## src/rtl/pattern_playback_ctrl.sv

```systemverilog
// Pattern ROM sequencer: paces the ROM address at a selectable frame rate and
// registers each fetched word after the ROM latency, flagging it with a strobe.
module pattern_playback_ctrl #(
  parameter int unsigned CLOCK_FREQUENCY = 200000000,
  parameter int unsigned REFRESH_RATE    = 10,
  parameter int unsigned ROM_DEPTH       = 36,
  parameter int unsigned ADDR_WIDTH      = 6,
  parameter int unsigned DATA_WIDTH      = 64,
  parameter int unsigned ROM_LATENCY     = 2
) (
  input  logic                  clk,
  input  logic                  resetn,
  input  logic                  cmd_play,
  input  logic                  cmd_pause,
  input  logic                  cmd_step,
  input  logic                  cmd_restart,
  input  logic [1:0]            mode,
  input  logic [1:0]            rate_sel,
  output logic [ADDR_WIDTH-1:0] rom_addr,
  input  logic [DATA_WIDTH-1:0] rom_dout,
  output logic [DATA_WIDTH-1:0] dout,
  output logic                  frame_strobe,
  output logic [1:0]            state,
  output logic                  done
);

  localparam int unsigned BASE_PERIOD = CLOCK_FREQUENCY / REFRESH_RATE;
  localparam int unsigned LW = (ROM_LATENCY > 1) ? $clog2(ROM_LATENCY) : 1;
  localparam logic [ADDR_WIDTH-1:0] LAST = ADDR_WIDTH'(ROM_DEPTH - 1);
  localparam logic [LW-1:0] LAT_LAST = LW'(ROM_LATENCY - 1);

  generate
    if (BASE_PERIOD <= ROM_LATENCY || ROM_DEPTH < 2 || (2 ** ADDR_WIDTH) < ROM_DEPTH) begin : g_bad_params
      $error("pattern_playback_ctrl: illegal parameter combination");
    end
  endgenerate

  typedef enum logic [1:0] {S_IDLE = 2'd0, S_RUN = 2'd1, S_PAUSED = 2'd2, S_DONE = 2'd3} state_e;

  state_e                state_q, state_d;
  logic [ADDR_WIDTH-1:0] addr_q, addr_d;
  logic                  dir_up_q, dir_up_d;
  logic [31:0]           cnt_q, cnt_d;
  logic [1:0]            rate_q, rate_d;
  logic [1:0]            mode_q, mode_d;
  logic                  pend_q, pend_d;
  logic [LW-1:0]         lat_q, lat_d;
  logic [DATA_WIDTH-1:0] dout_q, dout_d;
  logic                  strobe_q, strobe_d;

  logic [ADDR_WIDTH-1:0] adv_addr;
  logic                  adv_dir_up, adv_moves;
  logic [31:0]           period;
  logic                  capture, fetch, do_adv, run_step;

  // Next address/direction for one advance, using the live mode so a mode
  // change lands at the next advance; endpoints recompute the direction.
  always_comb begin
    adv_addr   = addr_q;
    adv_dir_up = 1'b1;
    adv_moves  = 1'b1;
    case (mode)
      2'd1: begin
        adv_dir_up = dir_up_q;
        if (addr_q == LAST)      adv_dir_up = 1'b0;
        else if (addr_q == '0)   adv_dir_up = 1'b1;
        adv_addr = adv_dir_up ? addr_q + ADDR_WIDTH'(1) : addr_q - ADDR_WIDTH'(1);
      end
      2'd2: begin
        if (addr_q == LAST) adv_moves = 1'b0;
        else                adv_addr  = addr_q + ADDR_WIDTH'(1);
      end
      default: adv_addr = (addr_q == LAST) ? '0 : addr_q + ADDR_WIDTH'(1);
    endcase
  end

  always_comb begin
    state_d  = state_q;
    addr_d   = addr_q;
    dir_up_d = dir_up_q;
    cnt_d    = cnt_q;
    rate_d   = rate_q;
    mode_d   = mode_q;
    pend_d   = pend_q;
    lat_d    = lat_q;
    dout_d   = dout_q;
    strobe_d = 1'b0;
    fetch    = 1'b0;
    do_adv   = 1'b0;
    run_step = 1'b0;
    period   = 32'(BASE_PERIOD) << rate_q;
    capture  = pend_q && (lat_q == LAT_LAST);

    if (cmd_restart) begin
      addr_d   = '0;
      dir_up_d = 1'b1;
      cnt_d    = '0;
      fetch    = 1'b1;
      if (state_q == S_DONE) state_d = S_IDLE;
    end else if (cmd_pause) begin
      if (state_q == S_RUN) state_d = S_PAUSED;
    end else if (cmd_play) begin
      case (state_q)
        S_IDLE: begin
          state_d = S_RUN;
          cnt_d   = '0;
          rate_d  = rate_sel;
          mode_d  = mode;
        end
        S_PAUSED: state_d = S_RUN;
        S_DONE: begin
          state_d  = S_RUN;
          addr_d   = '0;
          dir_up_d = 1'b1;
          cnt_d    = '0;
          rate_d   = rate_sel;
          mode_d   = mode;
          fetch    = 1'b1;
        end
        default: run_step = 1'b1;
      endcase
    end else begin
      if (cmd_step && !pend_q && (state_q == S_IDLE || state_q == S_PAUSED)) do_adv = 1'b1;
      if (state_q == S_RUN) run_step = 1'b1;
    end

    if (run_step) begin
      if (cnt_q == period - 32'd1) begin
        cnt_d  = '0;
        do_adv = 1'b1;
        rate_d = rate_sel;
      end else begin
        cnt_d = cnt_q + 32'd1;
      end
      if (capture && mode_q == 2'd2 && addr_q == LAST) state_d = S_DONE;
    end

    if (do_adv) begin
      mode_d   = mode;
      dir_up_d = adv_dir_up;
      if (adv_moves) begin
        addr_d = adv_addr;
        fetch  = 1'b1;
      end else if (state_q == S_RUN && !pend_q) begin
        // Reached the last frame by stepping, then resumed: nothing left to play.
        state_d = S_DONE;
      end
    end

    // A new fetch supersedes any one in flight; only the newest address lands.
    if (fetch) begin
      pend_d = 1'b1;
      lat_d  = '0;
    end else if (pend_q) begin
      if (capture) begin
        pend_d   = 1'b0;
        dout_d   = rom_dout;
        strobe_d = 1'b1;
      end else begin
        lat_d = lat_q + LW'(1);
      end
    end
  end

  always_ff @(posedge clk or negedge resetn) begin
    if (!resetn) begin
      state_q  <= S_IDLE;
      addr_q   <= '0;
      dir_up_q <= 1'b1;
      cnt_q    <= '0;
      rate_q   <= '0;
      mode_q   <= '0;
      pend_q   <= 1'b1;
      lat_q    <= '0;
      dout_q   <= '0;
      strobe_q <= 1'b0;
    end else begin
      state_q  <= state_d;
      addr_q   <= addr_d;
      dir_up_q <= dir_up_d;
      cnt_q    <= cnt_d;
      rate_q   <= rate_d;
      mode_q   <= mode_d;
      pend_q   <= pend_d;
      lat_q    <= lat_d;
      dout_q   <= dout_d;
      strobe_q <= strobe_d;
    end
  end

  assign rom_addr     = addr_q;
  assign dout         = dout_q;
  assign frame_strobe = strobe_q;
  assign state        = state_q;
  assign done         = (state_q == S_DONE);

endmodule

```

## config.mk

```make
export PLATFORM = sky130hd
export DESIGN_NAME = pattern_playback_ctrl
export DESIGN_NICKNAME = d
export VERILOG_FILES = /design/src/rtl/pattern_playback_ctrl.sv
export SDC_FILE = /design/constraint.sdc
export NUM_CORES = 1
export LEC_CHECK = 0
export ABC_AREA = 1
export BUFFER_PORTS_ARGS = -buffer_cell sky130_fd_sc_hd__buf_2
export CAP_MARGIN = 20
export CORE_MARGIN = 1
export CORE_UTILIZATION = 35
export DETAILED_ROUTE_END_ITERATION = 10
export PLACE_DENSITY = 0.54
export REMOVE_ABC_BUFFERS = 1
export SYNTH_ARGS = -nofsm -noshare
export SYNTH_HDL_FRONTEND = slang
export SYNTH_SLANG_ARGS = --single-unit
```

## constraint.sdc

```tcl
create_clock -name clk -period 6.4 [get_ports clk]
set_input_delay 0.64 -clock clk [delete_from_list [all_inputs] [get_ports clk]]
set_output_delay 0.64 -clock clk [all_outputs]
set_load 0.05 [all_outputs]
```

==> flow_summary.html, run 1 <==
<table>
<tr><th>Metric</th><th>Value</th></tr>
<tr><th colspan="2">Timing</th></tr>
<tr><td>Final number of hold-violating endpoints</td><td>0</td></tr>
<tr><td>Slew of the pin with the lowest slew margin</td><td>832 ps</td></tr>
<tr><td>Worst hold slack</td><td>349 ps</td></tr>
<tr><td>Setup repair after global routing missed its margin</td><td>no</td></tr>
<tr><td>Final setup violation count</td><td>0</td></tr>
<tr><td>Final worst setup slack</td><td>between 2000 and 3000 ps</td></tr>
<tr><td>Aggregate negative setup slack</td><td>0 ps</td></tr>
<tr><td>Worst slew margin relative to its limit</td><td>0.444</td></tr>
<tr><td>Fin crit share</td><td>0.536</td></tr>
<tr><td>Upper clock frequency limit</td><td>about 290 MHz</td></tr>
<tr><td>Final worst clock skew</td><td>roughly 11 ps</td></tr>
<tr><td>Clock period minus worst slack</td><td>between 3000 and 4000 ps</td></tr>
<tr><td>Max-slew violation count</td><td>0</td></tr>
<tr><th colspan="2">Worst setup path</th></tr>
<tr><td>Data required time of the critical path</td><td>about 6700 ps</td></tr>
<tr><td>Slowest cell on the critical path</td><td>sky130_fd_sc_hd__buf_4</td></tr>
<tr><td>Critical Path Source Type</td><td>flop</td></tr>
<tr><td>Cell type with the highest occurrence count on the critical path</td><td>sky130_fd_sc_hd__nand2_1</td></tr>
<tr><td>Nature of the critical path endpoint</td><td>flop</td></tr>
<tr><td>Flop-to-flop setup slack</td><td>2970 ps</td></tr>
<tr><td>Delay of the slowest cell on the worst path</td><td>550 ps</td></tr>
<tr><td>Path type of the worst setup path</td><td>reg -&gt; reg</td></tr>
<tr><td>Critical path cell sequence</td><td>inv_1 &gt; ha_1 &gt; inv_1 &gt; ha_1 &gt; inv_1 &gt; nand2_1 &gt; nand2_1 &gt; nand2_1 &gt; nor2_1 &gt; nand2_1 &gt; nor2_1 &gt; nand4_1 &gt; nand2_2 &gt; nand2_2 &gt; buf_4 &gt; nand3_2 &gt; buf_4 &gt; nand2_1 &gt; nand2_1</td></tr>
<tr><td>Arrival @ worst endpoint</td><td>3720 ps</td></tr>
<tr><td>Maximum fanout along the worst path</td><td>between 60 and 70</td></tr>
<tr><th colspan="2">Yosys</th></tr>
<tr><td>Synthesized area</td><td>0.00600 mm2</td></tr>
<tr><td>Top cells by area, synth</td><td>sky130_fd_sc_hd__dfrtp_1 (46%), sky130_fd_sc_hd__nand2_1 (15%), sky130_fd_sc_hd__nand4_1 (7.5%)</td></tr>
<tr><td>Top cell type by total area after synthesis</td><td>sky130_fd_sc_hd__dfrtp_1</td></tr>
<tr><td>Cell with the most instances after synthesis</td><td>sky130_fd_sc_hd__nand2_1</td></tr>
<tr><td>Most common library cells after synthesis</td><td>sky130_fd_sc_hd__nand2_1 (241), sky130_fd_sc_hd__dfrtp_1 (110), sky130_fd_sc_hd__inv_1 (78)</td></tr>
<tr><td>Synthesized netlist cell count</td><td>763</td></tr>
<tr><td>Share of Yosys cell area claimed by the top area cell type</td><td>0.458</td></tr>
<tr><td>Proportion of synthesized flip-flops having asynchronous set or reset</td><td>1.00</td></tr>
<tr><td>Post-synth EDFFs</td><td>0</td></tr>
<tr><td>Synth Area per Inst</td><td>7.87 um2</td></tr>
<tr><td>Synthesis Warnings</td><td>0</td></tr>
<tr><td>Primary flip-flop cell chosen by synthesis mapping</td><td>sky130_fd_sc_hd__dfrtp_1</td></tr>
<tr><td>Distinct cell type count of the synthesized netlist</td><td>37</td></tr>
<tr><td>FF+latch count, synth</td><td>112</td></tr>
<tr><td>Sequential cell area fraction in the yosys report</td><td>0.467</td></tr>
<tr><th colspan="2">Power</th></tr>
<tr><td>Cell area power density</td><td>around 320 mW/mm2</td></tr>
<tr><td>Combinational cell fraction of total power</td><td>0.367</td></tr>
<tr><td>Internal power</td><td>approximately 1.3 mW</td></tr>
<tr><td>Share of total power in the clock network</td><td>0.246</td></tr>
<tr><td>Leakage component of the power</td><td>3.72 nW</td></tr>
<tr><td>Net switching power</td><td>1.01 mW</td></tr>
<tr><td>Sequential Power Share</td><td>0.387</td></tr>
<tr><td>Maximum vdd drop</td><td>0.185 mV</td></tr>
<tr><td>Net switching share of the total power</td><td>0.437</td></tr>
<tr><th colspan="2">Routing</th></tr>
<tr><td>Wirelength, routed</td><td>16,500 um</td></tr>
<tr><td>Vias per inst</td><td>4.94</td></tr>
<tr><td>Routed len/inst</td><td>14.7 um</td></tr>
<tr><td>Remaining number of nets flagged by the antenna check after routing</td><td>0</td></tr>
<tr><td>Detailed router's first-iteration violation count</td><td>266</td></tr>
<tr><td>Total via count after detailed routing</td><td>between 5,000 and 6,000</td></tr>
<tr><td>Remaining DRCs</td><td>0</td></tr>
<tr><td>Length of the first detailed-routing pass in iterations</td><td>5</td></tr>
<tr><th colspan="2">Clock network</th></tr>
<tr><td>Post-CTS resize count</td><td>0</td></tr>
<tr><td>Clock-pin slew on the worst setup and hold paths</td><td>80 ps</td></tr>
<tr><td>Skew-Pair Late Insertion Delay</td><td>between 300 and 400 ps</td></tr>
<tr><td>Number of buffers added for setup after CTS</td><td>0</td></tr>
<tr><td>H-tree level count</td><td>3</td></tr>
<tr><td>Hold-fix buffers, CTS</td><td>0</td></tr>
<tr><td>Clock Tree Root</td><td>sky130_fd_sc_hd__clkbuf_16</td></tr>
<tr><td>Clock tree from TritonCTS</td><td>yes</td></tr>
<tr><td>Maximum clock insertion buffer count</td><td>2</td></tr>
<tr><td>Clock buffers created by TritonCTS</td><td>9</td></tr>
<tr><td># clock sinks</td><td>112</td></tr>
<tr><th colspan="2">Hold path</th></tr>
<tr><td>Min-Delay Path Class</td><td>in -&gt; async</td></tr>
<tr><th colspan="2">Placement</th></tr>
<tr><td>Placement-stage cell area</td><td>0.00691 mm2</td></tr>
<tr><td>Final estimated routing congestion in global placement</td><td>between 0.8 and 0.9</td></tr>
<tr><td>Port Buf Inserts</td><td>147</td></tr>
<tr><td>Minimum setup slack after placement</td><td>2960 ps</td></tr>
<tr><td>Half-perimeter wire length after placement</td><td>11,300 um</td></tr>
<tr><th colspan="2">Final layout</th></tr>
<tr><td>Share of layout cells above drive strength 1</td><td>0.205</td></tr>
<tr><td>Area growth from synthesis to layout</td><td>19.8%</td></tr>
<tr><td>Final design area excluding fillers</td><td>0.00719 mm2</td></tr>
<tr><td>Number of antenna diodes</td><td>0</td></tr>
<tr><td>Filler cell count in the final layout</td><td>between 1,500 and 2,000</td></tr>
<tr><td>Net count, final</td><td>987</td></tr>
<tr><td>Final core utilization</td><td>0.432</td></tr>
<tr><th colspan="2">Floorplanning</th></tr>
<tr><td>Chip Width</td><td>approximately 130 um</td></tr>
<tr><td>Core Region</td><td>between 0.015 and 0.02 mm2</td></tr>
<tr><td>Starting Density</td><td>0.361</td></tr>
<tr><td>Y dimension of the die</td><td>133 um</td></tr>
<tr><td>Number of placement rows</td><td>47</td></tr>
<tr><td>Die Outline Area</td><td>approximately 0.018 mm2</td></tr>
<tr><td>Count of boundary I/O pins</td><td>148</td></tr>
<tr><th colspan="2">Run</th></tr>
<tr><td>Total of max-cap violations</td><td>0</td></tr>
<tr><th colspan="2">Global route</th></tr>
<tr><td>Largest net degree at the start of global routing</td><td>70</td></tr>
<tr><td>Initial antenna violation count</td><td>1</td></tr>
<tr><td>First-pass GRT wire length</td><td>27,400 um</td></tr>
<tr><td>Total overflow reported by the global router</td><td>0</td></tr>
<tr><td>GRT Resource Usage Total</td><td>0.193</td></tr>
<tr><td>Via count of the first global-routing pass</td><td>5,363</td></tr>
<tr><th colspan="2">Run status</th></tr>
<tr><td>Outcome</td><td>finished clean</td></tr>
</table>
[flip-flops by register name (all words and copies together), names as in the netlist]
signal and cells:
pend_q 1, frame_strobe 1, dout 64, rom_addr 6, lat_q 1, state 2
cnt_q 32, dir_up_q 1, rate_q 2, mode_q 2
[metal layers]
metal / up-vias / global-route usage / part of all wire
met4: 2 / 0.0664 / 0.020
met5: - / 0 / 0.00097
met3: 25 / 0.0605 / 0.072
met2: 162 / 0.307 / 0.46
li1: 2786 / - / -
met1: 2553 / 0.247 / 0.44
[final cells by class]
class                   instances  area, um2  area share
flip-flops and latches        112       2810       0.390
multi-input cells             535       2730       0.379
repair buffers                153        783       0.109
inverters                      83        312      0.0433
well taps                     220        275      0.0383
clock buffers                  11        243      0.0337
clock inverters                 5       46.3     0.00643
[cells in the final DEF (no fill, tap or decap), types with 2 or more instances in the layout]
cell and count:
sky130_fd_sc_hd__o21ai_0 44, sky130_fd_sc_hd__clkbuf_16 9, sky130_fd_sc_hd__xor2_1 18, sky130_fd_sc_hd__nand2_1 241
sky130_fd_sc_hd__o211ai_1 5, sky130_fd_sc_hd__ha_1 19, sky130_fd_sc_hd__dfrtp_1 110, sky130_fd_sc_hd__nand3_1 43
sky130_fd_sc_hd__nand2_2 3, sky130_fd_sc_hd__nor4_1 3, sky130_fd_sc_hd__a21oi_1 8, sky130_fd_sc_hd__o22ai_1 16
sky130_fd_sc_hd__dfstp_2 2, sky130_fd_sc_hd__nand4_1 72, sky130_fd_sc_hd__buf_4 7, sky130_fd_sc_hd__inv_6 3
sky130_fd_sc_hd__nor3_1 6, sky130_fd_sc_hd__buf_2 146, sky130_fd_sc_hd__nor2_1 41, sky130_fd_sc_hd__inv_2 5
sky130_fd_sc_hd__inv_1 77
[critical path: cells and delay by family, from the launching register on]
kind / cells / cell delay, ps
fa+ha+maj: 2 / 520
flops: 1 / 450
buf+inv: 5 / 1210
simple gates: 12 / 1110
[worst paths after layout]
path	start	end	cells past startpoint
worst max register to register	rate_q[0]	dout[51]	19
worst max-delay path	rate_q[0]	dout[51]	19
worst min register to register	dout[42]	dout[42]	2
min in group clk	dout[42]	dout[42]	2
worst min-delay path	resetn	cnt_q[20]	1
max in group asynchronous	resetn	dout[5]	2
[power by group through the flow]
stage	registers (mW)	clock network, mW	logic [mW]
4_1_cts	0.894	0.590	0.856
3_3_place_gp	0.907	0	0.855
3_5_place_dp	0.903	0	0.857
2_1_floorplan	1.27	0	0.245
5_1_grt	0.911	0.611	0.920
6_report	0.893	0.569	0.848
[cell families after synthesis]
| kind of cell | Yosys count | synth area share |
|---|---|---|
| AND/OR/NAND/NOR | 415 | 0.306 |
| buffers and inverters | 116 | 0.0817 |
| flip-flops | 112 | 0.467 |
| AO/OA/AOI/OAI | 83 | 0.0792 |
| adder cells (fa/ha/maj) | 19 | 0.0396 |
| XOR/XNOR | 18 | 0.0263 |
[metrics by stage]
step,cells,power (mW)
after global placement,1103,1.76
after floorplan,730,1.52
after detailed placement,1103,1.76
final,1119,2.31
after CTS,1119,2.34
after global routing,1119,2.44
Power figures use the tool's default switching activity.
==> run 2: changes to the inputs <==
PLACE_DENSITY = 0.56   (was 0.54)
clock period = 3.1 ns   (was 6.4 ns; I/O delays follow)
==> run 2 against run 1 <==
Via count grew 1.1%. Die area did not move. Routed wire length up 1.8%. Flip-flop and latch count unchanged. Sequential power increased by 110%. Utilization increased by 0.54 points. Clock power grew 99%. Global-route usage is 0.16 points higher. First-iteration DRC count is 28% higher. Fmax increased by 22%. Count of clock-buffer cells in the layout down 1. Non-clock buffer count increased by 7. Critical endpoint is now rom_addr[1]. Largest cell class unchanged.
==> flow_summary.html, run 2 (synthesis results as in run 1) <==
<table>
<tr><th>Metric</th><th>Value</th></tr>
<tr><th colspan="2">Run status</th></tr>
<tr><td>Outcome</td><td>finished clean</td></tr>
<tr><th colspan="2">Worst setup path</th></tr>
<tr><td>Data required time of the critical path</td><td>3330 ps (-3360 ps)</td></tr>
<tr><td>Cell type with the highest occurrence count on the critical path</td><td>sky130_fd_sc_hd__nand2_1</td></tr>
<tr><td>Slowest cell on the critical path</td><td>sky130_fd_sc_hd__dfrtp_1</td></tr>
<tr><td>Critical Path Source Type</td><td>flop</td></tr>
<tr><td>Nature of the critical path endpoint</td><td>flop</td></tr>
<tr><td>Path type of the worst setup path</td><td>reg -&gt; reg</td></tr>
<tr><td>Delay of the slowest cell on the worst path</td><td>450 ps (-100 ps)</td></tr>
<tr><td>Critical path cell sequence</td><td>inv_1 &gt; ha_1 &gt; inv_1 &gt; ha_1 &gt; inv_1 &gt; nand2_1 &gt; nand2_1 &gt; nand2_1 &gt; nor2_1 &gt; nand2_1 &gt; nor2_1 &gt; nand4_1 &gt; nand2_2 &gt; nand2_2 &gt; buf_8 &gt; nand2_1 &gt; o21ai_0</td></tr>
<tr><td>Arrival @ worst endpoint</td><td>3040 ps (-680 ps)</td></tr>
<tr><td>Maximum fanout along the worst path</td><td>68 (-1.4%)</td></tr>
<tr><th colspan="2">Clock network</th></tr>
<tr><td>Skew-Pair Late Insertion Delay</td><td>360 ps (about the same)</td></tr>
<tr><td>Clock Tree Root</td><td>sky130_fd_sc_hd__clkbuf_16</td></tr>
<tr><td>Number of buffers added for setup after CTS</td><td>0 (unchanged)</td></tr>
<tr><td>Clock-pin slew on the worst setup and hold paths</td><td>80 ps (about the same)</td></tr>
<tr><td>Hold-fix buffers, CTS</td><td>0 (unchanged)</td></tr>
<tr><td>Maximum clock insertion buffer count</td><td>2 (unchanged)</td></tr>
<tr><td>Clock tree from TritonCTS</td><td>yes</td></tr>
<tr><td># clock sinks</td><td>112 (unchanged)</td></tr>
<tr><td>Clock buffers created by TritonCTS</td><td>9 (unchanged)</td></tr>
<tr><td>H-tree level count</td><td>3 (unchanged)</td></tr>
<tr><th colspan="2">Timing</th></tr>
<tr><td>Slew of the pin with the lowest slew margin</td><td>796 ps (-35.6 ps)</td></tr>
<tr><td>Final worst clock skew</td><td>8.72 ps (-1.89 ps)</td></tr>
<tr><td>Max-slew violation count</td><td>0 (unchanged)</td></tr>
<tr><td>Clock period minus worst slack</td><td>2810 ps (-622 ps)</td></tr>
<tr><td>Final setup violation count</td><td>0 (unchanged)</td></tr>
<tr><td>Worst slew margin relative to its limit</td><td>0.469 (+0.0250)</td></tr>
<tr><td>Upper clock frequency limit</td><td>356 MHz (+22%)</td></tr>
<tr><td>Final number of hold-violating endpoints</td><td>0 (unchanged)</td></tr>
<tr><td>Setup repair after global routing missed its margin</td><td>no</td></tr>
<tr><td>Fin crit share</td><td>0.905 (+0.370)</td></tr>
<tr><th colspan="2">Routing</th></tr>
<tr><td>Vias per inst</td><td>4.96 (+0.49%)</td></tr>
<tr><td>Remaining DRCs</td><td>0 (unchanged)</td></tr>
<tr><td>Detailed router's first-iteration violation count</td><td>340 (+28%)</td></tr>
<tr><td>Remaining number of nets flagged by the antenna check after routing</td><td>0 (unchanged)</td></tr>
<tr><td>Length of the first detailed-routing pass in iterations</td><td>5 (unchanged)</td></tr>
<tr><td>Total via count after detailed routing</td><td>5,590 (+1.1%)</td></tr>
<tr><td>Wirelength, routed</td><td>16,800 um (+1.8%)</td></tr>
<tr><td>Routed len/inst</td><td>14.9 um (+1.2%)</td></tr>
<tr><th colspan="2">Final layout</th></tr>
<tr><td>Filler cell count in the final layout</td><td>1,687 (-2.2%)</td></tr>
<tr><td>Most common cell after layout, fill and taps aside</td><td>sky130_fd_sc_hd__nand2_1</td></tr>
<tr><td>Final core utilization</td><td>0.438 (+0.00541)</td></tr>
<tr><td>Multi-input gate area in the final layout</td><td>0.00273 mm2 (unchanged)</td></tr>
<tr><td>Area growth from synthesis to layout</td><td>21.3%</td></tr>
<tr><td>Net count, final</td><td>994 (+0.71%)</td></tr>
<tr><td>Flip-flop count of the largest register after layout</td><td>64 (unchanged)</td></tr>
<tr><td>Top library cells by usage in the layout, fill and taps aside</td><td>sky130_fd_sc_hd__nand2_1 (241), sky130_fd_sc_hd__buf_2 (146), sky130_fd_sc_hd__dfrtp_1 (110), sky130_fd_sc_hd__inv_1 (77), sky130_fd_sc_hd__nand4_1 (72)</td></tr>
<tr><td>Final design area excluding fillers</td><td>0.00728 mm2 (+1.3%)</td></tr>
<tr><td>Share of layout cells above drive strength 1</td><td>0.211 (+0.00638)</td></tr>
<tr><td>Sequential cell area in the final layout</td><td>0.00281 mm2 (unchanged)</td></tr>
<tr><th colspan="2">Global route</th></tr>
<tr><td>First-pass GRT wire length</td><td>27,400 um (about the same)</td></tr>
<tr><td>Met2 Use GR</td><td>0.311 (+0.00349)</td></tr>
<tr><td>Initial antenna violation count</td><td>2 (+1)</td></tr>
<tr><td>Largest net degree at the start of global routing</td><td>69 (-1.4%)</td></tr>
<tr><td>Via count of the first global-routing pass</td><td>5,301 (-1.2%)</td></tr>
<tr><td>Global-route track usage on met3</td><td>0.0559 (-0.00460)</td></tr>
<tr><td>Most used routing layer in global routing</td><td>met2</td></tr>
<tr><td>GRT Resource Usage Total</td><td>0.195 (+0.00160)</td></tr>
<tr><td>Met1 usage in global routing</td><td>0.258 (+0.0108)</td></tr>
<tr><td>Total overflow reported by the global router</td><td>0 (unchanged)</td></tr>
<tr><th colspan="2">Placement</th></tr>
<tr><td>Port Buf Inserts</td><td>147 (unchanged)</td></tr>
<tr><td>Half-perimeter wire length after placement</td><td>11,800 um (+4.8%)</td></tr>
<tr><td>Final estimated routing congestion in global placement</td><td>0.862 (+1.3%)</td></tr>
<tr><td>Placement-stage cell area</td><td>0.00700 mm2 (+1.3%)</td></tr>
<tr><th colspan="2">Floorplanning</th></tr>
<tr><td>Y dimension of the die</td><td>133 um (unchanged)</td></tr>
<tr><td>Starting Density</td><td>0.361 (unchanged)</td></tr>
<tr><td>Count of boundary I/O pins</td><td>148 (unchanged)</td></tr>
<tr><td>Number of placement rows</td><td>47 (unchanged)</td></tr>
<tr><td>Core Region</td><td>0.0166 mm2 (unchanged)</td></tr>
<tr><td>Chip Width</td><td>133 um (unchanged)</td></tr>
<tr><td>Die Outline Area</td><td>0.0177 mm2 (unchanged)</td></tr>
<tr><th colspan="2">Power</th></tr>
<tr><td>Leakage component of the power</td><td>3.77 nW (+1.1%)</td></tr>
<tr><td>Total power draw</td><td>4.75 mW (+110%)</td></tr>
<tr><td>Maximum vdd drop</td><td>0.344 mV (+86%)</td></tr>
<tr><td>Cell area power density</td><td>652 mW/mm2 (+100%)</td></tr>
<tr><th colspan="2">Hold path</th></tr>
<tr><td>Min-Delay Path Class</td><td>in -&gt; async</td></tr>
<tr><th colspan="2">Run</th></tr>
<tr><td>Total of max-cap violations</td><td>0 (unchanged)</td></tr>
</table>
==> run 2: path summary, 6_finish.rpt <==
check | cells past startpoint | to | start | slack [ps]
min in group clk | 3 | rate_q[1] | rate_sel[1] | 160
max in group asynchronous | 2 | dout[39] | resetn | 2320
worst min-delay path | 1 | cnt_q[20] | resetn | 30
worst max-delay path | 17 | rom_addr[1] | rate_q[0] | 290
worst min register to register | 2 | dout[15] | dout[15] | 470
worst max register to register | 17 | rom_addr[1] | rate_q[0] | 290
==> run 2: area by class of cell <==
| type | count | share of cell area |
|---|---|---|
| multi-input cells | 535 | 0.375 |
| well taps | 220 | 0.0378 |
| clock inverters | 5 | 0.00550 |
| repair buffers | 160 | 0.121 |
| flip-flops and latches | 112 | 0.385 |
| inverters | 83 | 0.0428 |
| clock buffers | 10 | 0.0328 |
| diodes | 1 | 0.000344 |
==> run 2: metrics by stage <==
step / instances / hold WS [ps] / setup WS, ps / setup TNS (ps)
detailed placement: 1110 / 445 / 44.5 / 0
finish: 1126 / 26.7 / 294 / 0
CTS: 1125 / 61.9 / 29.0 / 0
global route: 1126 / 96.9 / 21.5 / 0
floorplan: 730 / 14.4 / -2410 / -166250
global placement: 1110 / 448 / 140 / 0
==> run 2: timing repair <==
action / CTS / global route
setup endpoints to repair: 0 / 27
gates resized for setup: 0 / 3
hold endpoints to repair: 0 / 0
==> run 2: power by group <==
group	leakage, nW	internal, mW	switching [mW]
logic	2.18	0.418	1.36
registers	1.45	1.70	0.142
clock network	0.133	0.571	0.563
==> run 2: routing by layer <==
metal  part of all wire  vias to the layer above
met5            0.00077                        -
met2               0.47                      140
met1               0.45                     2622
met4              0.014                        2
li1                   -                     2805
met3              0.060                       21
==> run 2: worst max-delay path: cells and delay by family, from the launching register on <==
kind	cells	cell delay (ps)
AO/OA/AOI/OAI	1	120
adder cells (fa/ha/maj)	2	530
buffers and inverters	4	570
flip-flops	1	450
AND/OR/NAND/NOR	10	1000
